`config.mk`:
```
export PLATFORM = sky130hd
export DESIGN_NAME = ps2_host_tx
export DESIGN_NICKNAME = d
export VERILOG_FILES = /design/src/rtl/ps2_pkg.sv /design/src/rtl/ps2_line_sync.sv /design/src/rtl/ps2_host_tx.sv
export SDC_FILE = /design/constraint.sdc
export NUM_CORES = 1
export LEC_CHECK = 0
export ABC_AREA = 1
export CAP_MARGIN = 5
export CORE_ASPECT_RATIO = 2
export CORE_MARGIN = 3
export CORE_UTILIZATION = 57
export DETAILED_ROUTE_END_ITERATION = 6
export GPL_TIMING_DRIVEN = 0
export PLACE_DENSITY = 0.79
export REMOVE_ABC_BUFFERS = 1
export SLEW_MARGIN = 20
export SYNTH_ARGS = -nofsm -noshare
export SYNTH_HDL_FRONTEND = slang
export SYNTH_SLANG_ARGS = --single-unit
```
`constraint.sdc`:
```
create_clock -name clk -period 2.1 [get_ports clk]
set_input_delay 0.42 -clock clk [delete_from_list [all_inputs] [get_ports clk]]
set_output_delay 0.42 -clock clk [all_outputs]
set_load 0.02 [all_outputs]
```
`src/rtl/ps2_pkg.sv`:
```
// Shared PS/2 definitions: controller state encoding, frame layout constants and
// the odd-parity helper used by both the host transmitter and the receiver.
package ps2_pkg;

  typedef enum logic [2:0] {
    IDLE,
    INHIBIT,
    REQ,
    SHIFT,
    WAIT_IDLE
  } ps2_state_t;

  // start + 8 data + parity + stop/ack slot
  localparam int PS2_FRAME_BITS = 11;
  localparam int ACK_INDEX      = PS2_FRAME_BITS - 1;

  function automatic logic odd_parity(input logic [7:0] d);
    return ~^d;
  endfunction

endpackage

```
`src/rtl/ps2_line_sync.sv`:
```
// Two-stage synchroniser for the PS/2 clock and data pins with a registered
// falling-edge flag on the clock line.
module ps2_line_sync (
  input  logic clk,
  input  logic rst,
  input  logic clk_in,
  input  logic data_in,
  output logic clk_s,
  output logic data_s,
  output logic fall
);

  logic clk_p0, clk_p1, clk_p2;
  logic data_p0, data_p1;

  // Reset to the idle (released, pulled-up) line level so no edge is seen at start-up
  always_ff @(posedge clk or posedge rst) begin
    if (rst) begin
      clk_p0  <= 1'b1;
      clk_p1  <= 1'b1;
      clk_p2  <= 1'b1;
      data_p0 <= 1'b1;
      data_p1 <= 1'b1;
      fall    <= 1'b0;
    end else begin
      clk_p0  <= clk_in;
      clk_p1  <= clk_p0;
      clk_p2  <= clk_p1;
      data_p0 <= data_in;
      data_p1 <= data_p0;
      fall    <= clk_p2 & ~clk_p1;
    end
  end

  assign clk_s  = clk_p1;
  assign data_s = data_p1;

endmodule

```
`src/rtl/ps2_host_tx.sv`:
```
// PS/2 host-to-device transmitter using the request-to-send handshake.
// Optional watchdog enabled by defining PS2_HOST_TX_TIMEOUT_EN.
module ps2_host_tx
  import ps2_pkg::*;
#(
  parameter int CLK_HZ         = 100_000_000,
  parameter int INHIBIT_CYCLES = 12_000,
  parameter int TIMEOUT_CYCLES = 1_500_000
) (
  input  logic       clk,
  input  logic       rst,
  input  logic [7:0] tx_data,
  input  logic       tx_valid,
  output logic       tx_ready,
  output logic       busy,
  output logic       done,
  output logic       err,
  input  logic       ps2_clk_in,
  input  logic       ps2_data_in,
  output logic       ps2_clk_oe,
  output logic       ps2_data_oe
);

  localparam int INH_W = $clog2(INHIBIT_CYCLES + 1);
  localparam int N_W   = $clog2(PS2_FRAME_BITS + 1);

  if (CLK_HZ <= 0 || INHIBIT_CYCLES < 1 || TIMEOUT_CYCLES <= INHIBIT_CYCLES) begin : g_param_check
    $error("ps2_host_tx: inconsistent timing parameters");
  end

  ps2_state_t       state, state_n;
  logic [INH_W-1:0] inh_cnt;
  logic [N_W-1:0]   n;
  logic [7:0]       byte_q;
  logic             parity_q;
  logic             data_q;
  logic             nack_q;
  logic             clk_s, data_s, fall;
  logic             inh_last;
  logic             timeout;

  ps2_line_sync u_sync (
    .clk     (clk),
    .rst     (rst),
    .clk_in  (ps2_clk_in),
    .data_in (ps2_data_in),
    .clk_s   (clk_s),
    .data_s  (data_s),
    .fall    (fall)
  );

  assign inh_last = (inh_cnt == INH_W'(INHIBIT_CYCLES - 1));

`ifdef PS2_HOST_TX_TIMEOUT_EN
  localparam int WD_W = $clog2(TIMEOUT_CYCLES + 1);
  logic [WD_W-1:0] wdog;

  // Loaded on the REQ edge so the count equals cycles elapsed since REQ
  always_ff @(posedge clk or posedge rst) begin
    if (rst) begin
      wdog <= '0;
    end else if (state == REQ) begin
      wdog <= WD_W'(1);
    end else if ((state == SHIFT || state == WAIT_IDLE) && !timeout) begin
      wdog <= wdog + WD_W'(1);
    end
  end

  assign timeout = (state == SHIFT || state == WAIT_IDLE) &&
                   (wdog == WD_W'(TIMEOUT_CYCLES));
`else
  assign timeout = 1'b0;
`endif

  always_comb begin
    state_n     = state;
    tx_ready    = 1'b0;
    busy        = 1'b1;
    done        = 1'b0;
    err         = 1'b0;
    ps2_clk_oe  = 1'b0;
    ps2_data_oe = 1'b0;
    case (state)
      IDLE: begin
        tx_ready = 1'b1;
        busy     = 1'b0;
        if (tx_valid) state_n = INHIBIT;
      end
      INHIBIT: begin
        ps2_clk_oe = 1'b1;
        if (inh_last) state_n = REQ;
      end
      REQ: begin
        ps2_clk_oe  = 1'b1;
        ps2_data_oe = 1'b1;
        state_n     = SHIFT;
      end
      SHIFT: begin
        ps2_data_oe = data_q;
        if (fall && n == N_W'(ACK_INDEX)) state_n = WAIT_IDLE;
      end
      WAIT_IDLE: begin
        if (clk_s && data_s) begin
          done    = ~nack_q;
          err     = nack_q;
          state_n = IDLE;
        end
      end
      default: state_n = IDLE;
    endcase
    if (timeout) begin
      ps2_data_oe = 1'b0;
      done        = 1'b0;
      err         = 1'b1;
      state_n     = IDLE;
    end
  end

  always_ff @(posedge clk or posedge rst) begin
    if (rst) begin
      state   <= IDLE;
      inh_cnt <= '0;
      n       <= '0;
      data_q  <= 1'b0;
      nack_q  <= 1'b0;
    end else begin
      state <= state_n;
      case (state)
        IDLE:    inh_cnt <= '0;
        INHIBIT: inh_cnt <= inh_cnt + INH_W'(1);
        REQ: begin
          data_q <= 1'b1;
          n      <= '0;
        end
        SHIFT: begin
          if (fall) begin
            if (n < N_W'(8))                data_q <= ~byte_q[n[2:0]];
            else if (n == N_W'(8))          data_q <= ~parity_q;
            else if (n == N_W'(9))          data_q <= 1'b0;
            else if (n == N_W'(ACK_INDEX))  nack_q <= data_s;
            n <= n + N_W'(1);
          end
        end
        default: ;
      endcase
    end
  end

  // Payload capture on acceptance; no reset needed as it is only read after a load
  always_ff @(posedge clk) begin
    if (state == IDLE && tx_valid) begin
      byte_q   <= tx_data;
      parity_q <= odd_parity(tx_data);
    end
  end

endmodule

```
==> results by group <==
Logic synthesis
  • Top_reg_cell synth: dfrtp_1
  • Post-synthesis register bit count: 38
  • Synth async-reset ratio: 76.3%
  • Synthesized area: ~2000 um2
  • Post-synthesis average cell area: just over 8 um2
  • Yosys top cell area share: 29.4%
  • Post-synth cell types: 29
  • Sequential-to-total area share from yosys stat: between 40% and 50%
  • Most instantiated library cell after synthesis: nand2_1
  • List of most frequent post-synthesis cells: 69 x nand2_1, 29 x inv_1, 25 x nor2_1
  • Post-synth EDFFs: 9
  • Cell accounting for the most synthesized area: dfrtp_1
  • Warnings, synthesis: 0
  • Top cells by area, synth: dfrtp_1 29%, edfxtp_1 13%, nand2_1 13%, dfstp_2 6.4%, inv_1 5.3%
  • Synth Instances: 249

Power
  • Switching share of power: 39.8%
  • Net Sw Power: about 0.95 mW
  • Power density over cell area: slightly above 1000 nW/um2
  • Pint: 1.43 mW
  • Leak pwr: roughly 1.1 nW
  • Logic pwr share: a little under two fifths
  • Worst vdd ir: ~0.90 mV
  • Tot Pwr: around 2.4 mW
  • Clock Power Share: a little over a fifth
  • Sequential share of power: approximately two fifths

Worst setup path
  • Worst setup endpoint: ps2_clk_oe
  • Crit Path Class: reg2out
  • Crit. Startpoint: state[0]
  • WP data required: 1680 ps
  • CP Max Fanout: 6
  • Register-to-Register Setup Slack: slightly below 400 ps
  • Worst Setup Start Kind: register
  • Crit path DAT: between 1500 and 2000 ps
  • R2R Path End: parity_q
  • Critical R2R Launch: state[0]
  • R2R cell count: 3
  • CP Capture Type: primary output

Final layout
  • Non-filler cells, final: ~320
  • Fill count: between 200 and 300
  • Register Area: around 1000 um2
  • Nets: approximately 290
  • Antenna diodes: 0
  • Layout area overhead: 15.5%
  • Multi-input combinational cell area: 895 um2
  • Layout cells sized above 1: a little over an eighth

Flow run
  • Total of max-cap violations: 0

Clock tree
  • CTS buffer count: 5
  • Clock Tree Buf Depth: 2
  • H-tree depth: 2
  • Clock root cell: clkbuf_8
  • # clock sinks: 38
  • Worst-skew pair later-pin latency: ~290 ps
  • Post-CTS Setup Inserts: 0
  • CTS tree: yes
  • Clk pin slew, worst setup/hold paths: around 70 ps

STA
  • Hold Slack: around 360 ps
  • Slew @ Worst Pin: roughly 700 ps
  • Post-layout min period: 1990 ps
  • RSZ-0062 raised after global routing: false
  • Fmax: a little over 500 MHz
  • Hold Violations, Final: 0
  • Setup tns final: 0 ps
  • Max-Slew Margin vs Limit: 53.3%
  • Period utilisation layout: between 90% and 100%
  • Final setup vio count: 0
  • Pins over their slew limit: 0
  • Clk_skew: between 6 and 7 ps

Routing
  • WL final: about 4.4 mm
  • Routed Antenna Nets: 0
  • DRC: 0
  • Routed WL per cell: about 14 um
  • DRT iter0 DRCs: 28
  • Routed vias: ~1700
  • Via density: between 5 and 6
  • DRT Pass-1 Iters: 4

GRT
  • GRT Util Overall: 22.1%
  • Vias in the first global route: ~1700
  • Grt total ovfl: 0
  • Initial antenna violation count: 0
  • Pin count of the biggest net entering global routing: 30
  • First-pass GRT wire length: approximately 7.4 mm

Floorplanning
  • Die height: roughly 91 um
  • Die Area: 4380 um2
  • Core Box Area: approximately 3400 um2
  • I/O Pins: 19
  • # rows: 30
  • Die X: 48.3 um
  • Initial Util: 59.8%

Placed design
  • I/O Buffers: 18
  • Placer Congestion: around 0.96
  • Placed wire-length estimate: around 3.3 mm
  • Dpl cells: 314

Min path
  • Hold Crit Class: reg2reg

Outcome
  • Status: finished, final reports clean
-- cells in the final DEF, fill, tap and decap left out, types with 2 or more instances in the layout --
master           count
edfxtp_1             9
nand4_1              6
dfrtp_1             23
xor2_1               2
nand2_4              3
o21ai_1              8
dlygate4sd2_1        4
ha_1                 5
inv_2                9
nor2_1              25
nor2_2               2
nand3_2              3
a21oi_1             10
o21ai_0              5
inv_1               27
nand2_1             69
xnor2_1              5
dfstp_2              5
clkdlybuf4s50_1     12
nor2_4               2
clkbuf_8             6
nand3_1             20
-- logic make-up after synthesis --
kind of cell    synth area share, %
simple gates                   30.4
buf+inv                        7.35
flops                          49.1
compound gates                 7.11
xor+xnor                       3.00
fa+ha+maj                      3.06
-- per-layer routing --
| metal | routed length (um) | global-route usage, % | vias to the layer above |
|---|---|---|---|
| met5 | 0 | 0 | - |
| met4 | 147 | 11.2 | 0 |
| met3 | 113 | 3.14 | 11 |
| met2 | 2480 | 42.9 | 26 |
| met1 | 1610 | 21.8 | 793 |
| li1 | - | - | 846 |
-- how the worst min path moves through the flow --
stage	from	end	slack (ps)	cells past startpoint
2_1_floorplan	u_sync.clk_p0	u_sync.clk_s	350	0
3_3_place_gp	u_sync.clk_p0	u_sync.clk_s	350	0
3_5_place_dp	u_sync.clk_p0	u_sync.clk_s	350	0
4_1_cts	u_sync.clk_p0	u_sync.clk_s	360	0
5_1_grt	u_sync.data_p0	u_sync.data_s	360	0
6_report	u_sync.clk_p0	u_sync.clk_s	360	0
-- registers in the layout (all words and copies together), names as in the netlist --
register / flops
byte_q: 8
data_q: 1
inh_cnt: 14
n: 4
nack_q: 1
parity_q: 1
state: 3
u_sync.clk_p0: 1
u_sync.clk_p2: 1
u_sync.clk_s: 1
u_sync.data_p0: 1
u_sync.data_s: 1
u_sync.fall: 1
-- critical path, stage by stage, from the launching register on --
cell	delay [ps]
dfrtp_2	480
nor2_4	190
nand2_1	170
nand2_1	130
clkdlybuf4s15_1	310
-- repair_timing --
action	in CTS	in global routing
gates resized for setup	9	4
endpoints found under the setup margin	6	2
hold buffers	0	0
-- per-stage QoR --
step                area [um2]  setup slack (ps)  utilization, %
floorplan                 2030               484               -
global placement          2270             -22.1            66.5
detailed placement        2270             -19.4            66.5
CTS                       2360              53.8            69.1
global route              2360              21.0            69.0
finish                    2360               114            69.0
-- area by class of cell --
| cell class | instances | share of cell area [%] |
|---|---|---|
| clock buffer | 7 | 3.66 |
| clock inverter | 1 | 0.212 |
| inverter | 37 | 5.89 |
| multi-input combinational | 173 | 37.9 |
| sequential | 38 | 42.5 |
| tap | 48 | 2.55 |
| timing repair buffer | 18 | 7.21 |
-- power groups by stage --
stage / logic [mW] / registers, mW / clock network [mW]
final: 0.873 / 0.988 / 0.514
after global routing: 0.981 / 1.00 / 0.555
after CTS: 0.873 / 0.988 / 0.524
after detailed placement: 0.899 / 0.993 / 0
after global placement: 0.889 / 0.989 / 0
after floorplan: 0.630 / 0.970 / 0
No activity file was read; power rests on OpenSTA's default activity.
